### src/rtl/rr_ring_arbiter.sv
// Four-requester round-robin arbiter with a one-hot priority ring, per-owner hold limit
// and an optional idle gap between consecutive grants. All outputs are registered.
module rr_ring_arbiter #(
  parameter int MAX_HOLD   = 8,
  parameter int GAP_CYCLES = 1
) (
  input  logic       Clock,
  input  logic       Reset,
  input  logic [3:0] Req,
  output logic [3:0] Grant,
  output logic [1:0] Owner,
  output logic       Busy,
  output logic       Timeout,
  output logic [3:0] Ptr
);

  localparam logic [3:0] MAX_HOLD_C = 4'(MAX_HOLD);
  localparam logic [1:0] GAP_C      = 2'(GAP_CYCLES);

  typedef enum logic [1:0] {
    IDLE  = 2'd0,
    OWNED = 2'd1,
    GAP   = 2'd2
  } state_t;

  state_t     state, state_nxt;
  logic [3:0] grant_nxt, ptr_nxt;
  logic [1:0] owner_nxt;
  logic       busy_nxt, timeout_nxt;
  logic [3:0] hold, hold_nxt;
  logic [1:0] gap, gap_nxt;
  logic [1:0] ptr_idx, win_idx, cand;
  logic       win_found;

  function automatic logic [1:0] onehot_idx(input logic [3:0] v);
    logic [1:0] idx;
    idx = 2'd0;
    for (int i = 0; i < 4; i++) begin
      if (v[i]) idx = 2'(i);
    end
    return idx;
  endfunction

  function automatic logic [3:0] rotl1(input logic [3:0] v);
    return {v[2:0], v[3]};
  endfunction

  assign ptr_idx = onehot_idx(Ptr);

  // Ring search: first set request starting at the pointer position, wrapping 3 -> 0.
  always_comb begin
    win_idx   = 2'd0;
    win_found = 1'b0;
    cand      = 2'd0;
    for (int k = 0; k < 4; k++) begin
      cand = ptr_idx + 2'(k);
      if (!win_found && Req[cand]) begin
        win_idx   = cand;
        win_found = 1'b1;
      end
    end
  end

  always_comb begin
    state_nxt   = state;
    grant_nxt   = Grant;
    owner_nxt   = Owner;
    busy_nxt    = Busy;
    timeout_nxt = 1'b0;
    ptr_nxt     = Ptr;
    hold_nxt    = hold;
    gap_nxt     = gap;
    case (state)
      IDLE: begin
        if (win_found) begin
          grant_nxt = 4'b0001 << win_idx;
          owner_nxt = win_idx;
          busy_nxt  = 1'b1;
          hold_nxt  = 4'd1;
          state_nxt = OWNED;
        end
      end
      OWNED: begin
        // A dropped request wins over the hold limit, so a release on the limit edge stays voluntary.
        if (!Req[Owner] || hold == MAX_HOLD_C) begin
          grant_nxt   = 4'b0000;
          busy_nxt    = 1'b0;
          ptr_nxt     = rotl1(Grant);
          hold_nxt    = 4'd0;
          timeout_nxt = Req[Owner];
          if (GAP_C != 2'd0) begin
            state_nxt = GAP;
            gap_nxt   = 2'd1;
          end else begin
            state_nxt = IDLE;
          end
        end else begin
          hold_nxt = hold + 4'd1;
        end
      end
      GAP: begin
        if (gap == GAP_C) state_nxt = IDLE;
        else              gap_nxt   = gap + 2'd1;
      end
      default: state_nxt = IDLE;
    endcase
  end

  always_ff @(posedge Clock) begin
    if (Reset) begin
      state   <= IDLE;
      Grant   <= 4'b0000;
      Owner   <= 2'd0;
      Busy    <= 1'b0;
      Timeout <= 1'b0;
      Ptr     <= 4'b0001;
      hold    <= 4'd0;
      gap     <= 2'd0;
    end else begin
      state   <= state_nxt;
      Grant   <= grant_nxt;
      Owner   <= owner_nxt;
      Busy    <= busy_nxt;
      Timeout <= timeout_nxt;
      Ptr     <= ptr_nxt;
      hold    <= hold_nxt;
      gap     <= gap_nxt;
    end
  end

endmodule

### config.mk
export PLATFORM = sky130hd
export DESIGN_NAME = rr_ring_arbiter
export DESIGN_NICKNAME = d
export VERILOG_FILES = /design/src/rtl/rr_ring_arbiter.sv
export SDC_FILE = /design/constraint.sdc
export NUM_CORES = 1
export LEC_CHECK = 0
export ABC_AREA = 0
export CORE_AREA = 4 4 50 52
export CTS_CLUSTER_DIAMETER = 60
export CTS_CLUSTER_SIZE = 8
export DETAILED_ROUTE_END_ITERATION = 8
export DIE_AREA = 0 0 54 56
export PLACE_DENSITY = 0.83
export SLEW_MARGIN = 5
export SYNTH_ARGS = -nofsm -noshare
export SYNTH_HDL_FRONTEND = slang
export SYNTH_SLANG_ARGS = --single-unit
### constraint.sdc
create_clock -name Clock -period 5.45 [get_ports Clock]
set_clock_uncertainty 0.1 [all_clocks]
set_input_delay 1.09 -clock Clock [delete_from_list [all_inputs] [get_ports Clock]]
set_output_delay 1.09 -clock Clock [all_outputs]
set_load 0.1 [all_outputs]
==> run_results.csv <==
group,metric,value,unit
synth,synthMuxAreaShare,7.36,%
clock_tree,clock_sinks,20,
setup_path,arrival,2.17,ns
setup_path,r2r-start,"Ptr[3]",
die,die_h,56,um
die,die_w,54,um
pwr,powerDensity,322,mW/mm^2
die,coreArea,0.00211,mm^2
pwr,power.internal,0.253,mW
synth,synth_area,0.00112,mm^2
clock_tree,clockBufferDepth,2,
grt,grt_pass1_wl,4.04,mm
clock_tree,hold_buffers,0,
clock_tree,cts_buffers,3,
cells_and_area,area.growth.synth_to_final,18.4,%
status,status,"complete, no violations",
route,wl_per_cell,14.0,um
cells_and_area,fin_util,63.1,%
route,finalWirelength,2.44,mm
grt,track_usage,17.0,%
hold_path,worstHoldEndpoint,"Ptr[0]",
route,vias,1031,
route,drc_errors,0,
pwr,p_sw_share,41.0,%
clock_tree,clkTransAtPathRegs,0.11,ns
synth,synth_top_family_by_area,"compound AO/OA/AOI/OAI gates",
sta,setup_viol,0,
sta,final_hold_viol_count,0,
sta,layout_setup_ws,2.09,ns
pwr,pwr-share-clk,19.4,%
clock_tree,cts-htree-levels,1,
grt,grt_pass1_vias,977,
setup_path,crit_fanout,15,
sta,fin_setup_tns,0,ns
setup_path,crit_cells,1,
clock_tree,cts_setup_buffers,0,
die,core.rowCount,17,
setup_path,reg2reg_to,"Grant[0]",
clock_tree,clk_latency,0.29,ns
synth,yosys.area_share.simple,23.3,%
die,num_io_pins,18,
die,initial_core_util,53.3,%
hold_path,hold_start,"Ptr[0]",
clock_tree,cts-root-buf,"clkbuf_4",
synth,synth_seq_area_share,35.7,%
setup_path,cp_cell_sequence,"clkdlybuf4s50_1",
setup_path,endpoint_kind,"primary output",
grt,antenna_found_initial,0,
pwr,vdd_ir_drop_max,0.255,mV
die,die-area,0.00302,mm^2
setup_path,crit_family,"buffers and inverters",
synth,synth_fp_nets,140,
hold_path,hold_path_class,"reg -> reg",
cells_and_area,n_antenna_cell,0,
sta,max_freq,298,MHz
route,viasPerCell,5.93,
setup_path,crit_buf_inv,1,
hold_path,whs_path_depth,1,
synth,yosys-top-cells-area,"dfxtp_1 (36%), a21oi_1 (7.1%), nor2_1 (6.4%)",
sta,worst_pin_slew,0.970,ns
route,first_iter_violations,28,
synth,synth_cell_types,42,
synth,avgSynthCellArea,8.57,um^2
synth,synth_xor_area_share,0,%
flow_run,drv_cap,0,
synth,yosysTopAreaCellShare,35.7,%
sta,slew_headroom,35.2,%
cells_and_area,design_area,0.00133,mm^2
pwr,p_leak,0.471,nW
sta,whs,0.382,ns
setup_path,crit_type,"reg -> out",
route,dr.pass1.iters,4,
placement,dp_slack,2.05,ns
synth,ys_ff_latch,20,
placement,place_area,0.00129,mm^2
pwr,comb_power_share,39.9,%
synth,synth-adder-area-share,3.34,%
pwr,switchingPower,0.175,mW
synth,synth_top_cell_by_area,"dfxtp_1",
sta,drv_slew,0,
setup_path,max_stage_delay,1.23,ns
sta,finalCritPeriodShare,61.6,%
sta,rsz0062_at_grt,"false",
setup_path,required,4.26,ns
grt,grt_max_degree,21,
sta,min_period,3.36,ns
route,ant_nets,0,
cells_and_area,fill_cells,192,
setup_path,crit_slowest_cell,"clkdlybuf4s50_1",
synth,synth_compound_area_share,25.5,%
cells_and_area,nets,156,
pwr,seqPwrFrac,40.6,%
synth,ys_warn_count,0,
synth,syn_inst,131,
placement,port_buffers,17,
setup_path,critPathLaunchType,"register",
placement,dp_hpwl,1.77,mm
grt,grt.overflow.total,0,
placement,place_congestion,0.873,
cells_and_area,drive_gt1_share,8.22,%
setup_path,r2r_slack,3.12,ns
setup_path,reg2reg_depth,6,
clock_tree,cts_tree,"built",
clock_tree,cts_resized,0,
## cells in the final DEF (no fill, tap or decap), drive strengths merged
cell           count
nor3b              2
a41oi              1
o21ai              4
clkbuf             4
a21o               2
ha                 3
inv                5
o31a               1
o211ai             3
o221ai             1
and2b              1
a211oi             1
mux2i              6
nor2b              1
o31ai              2
nand2             10
a211o              1
nand3              6
a311oi             1
o21bai             1
nand3b             1
dfxtp             20
o41ai              1
nor2              19
or4                1
nor3               2
a32oi              1
or4b               1
o22ai              1
or2                1
nor4b              2
o22a               1
nand2b             3
mux4               1
clkdlybuf4s50     17
a2bb2o             1
a31oi              1
a21oi             16
## layer usage
| layer | global-route usage, % | up-vias | routed length (um) |
|---|---|---|---|
| li1 | - | 509 | - |
| met1 | 21.9 | 499 | 1140 |
| met2 | 28.7 | 19 | 1170 |
| met3 | 2.41 | 4 | 94 |
| met4 | 4.63 | 0 | 26 |
| met5 | 0 | - | 0 |
## synth_stat cells
cell	count
o31ai_2	2
and2b_2	1
buf_2	1
mux2i_1	6
o211ai_1	3
o22a_1	1
or2_1	1
nand3_1	6
nor3_1	2
a21o_1	2
a41oi_1	1
o31a_1	1
or4b_1	1
nor4b_4	1
a211oi_1	1
o21ai_2	1
nand2_1	10
nor2b_1	1
a311oi_1	1
mux4_2	1
a2bb2o_1	1
nand2b_1	3
nor3b_1	2
buf_4	1
o21bai_1	1
o21ai_0	3
o221ai_2	1
nor4b_1	1
buf_6	1
a31oi_1	1
dfxtp_1	20
a211o_1	1
a21oi_1	16
o41ai_1	1
or4_1	1
inv_1	5
nand3b_1	1
clkbuf_1	3
ha_1	3
a32oi_1	1
nor2_1	19
o22ai_2	1
## stage by stage
stage,power [mW],std cells
4_1_cts,0.432,174
2_1_floorplan,0.309,131
3_5_place_dp,0.348,170
6_report,0.428,174
5_1_grt,0.451,174
3_3_place_gp,0.343,170
## area by class of cell
cell class                 instances  area (um^2)  area share (%)
inverter                           5         18.8            1.41
clock buffer                       4         36.3            2.73
timing repair buffer              17          170            12.8
sequential                        20          400            30.1
tap                               28         35.0            2.64
multi-input combinational        100          668            50.3
## worst max path at each step
| stage | from | endpoint | slack [ns] |
|---|---|---|---|
| after global placement | Req[2] | Grant[0] | 2.08 |
| after CTS | Ptr[3] | Ptr[3] | 2.06 |
| after detailed placement | Req[2] | Grant[0] | 2.05 |
| final | Ptr[3] | Ptr[3] | 2.09 |
| after floorplan | Ptr[1] | Grant[0] | 2.69 |
| after global routing | Ptr[3] | Ptr[3] | 2.00 |
## cells by family after synthesis
family	Yosys count
flops	20
simple gates	50
mux	7
buf+inv	11
compound gates	40
fa+ha+maj	3
## flip-flops by register name, indices dropped and copies added (netlist names)
signal   flops
Owner        2
Ptr          4
Grant        4
Busy         1
gap          2
state        2
hold         4
Timeout      1
## power by group through the flow
| stage | clock, mW | combinational [mW] | sequential [mW] |
|---|---|---|---|
| finish | 0.0832 | 0.171 | 0.174 |
| global route | 0.0911 | 0.184 | 0.176 |
| CTS | 0.0865 | 0.171 | 0.174 |
| detailed placement | 0 | 0.170 | 0.177 |
| global placement | 0 | 0.167 | 0.176 |
| floorplan | 0 | 0.0738 | 0.236 |
Power figures use the tool's default switching activity.
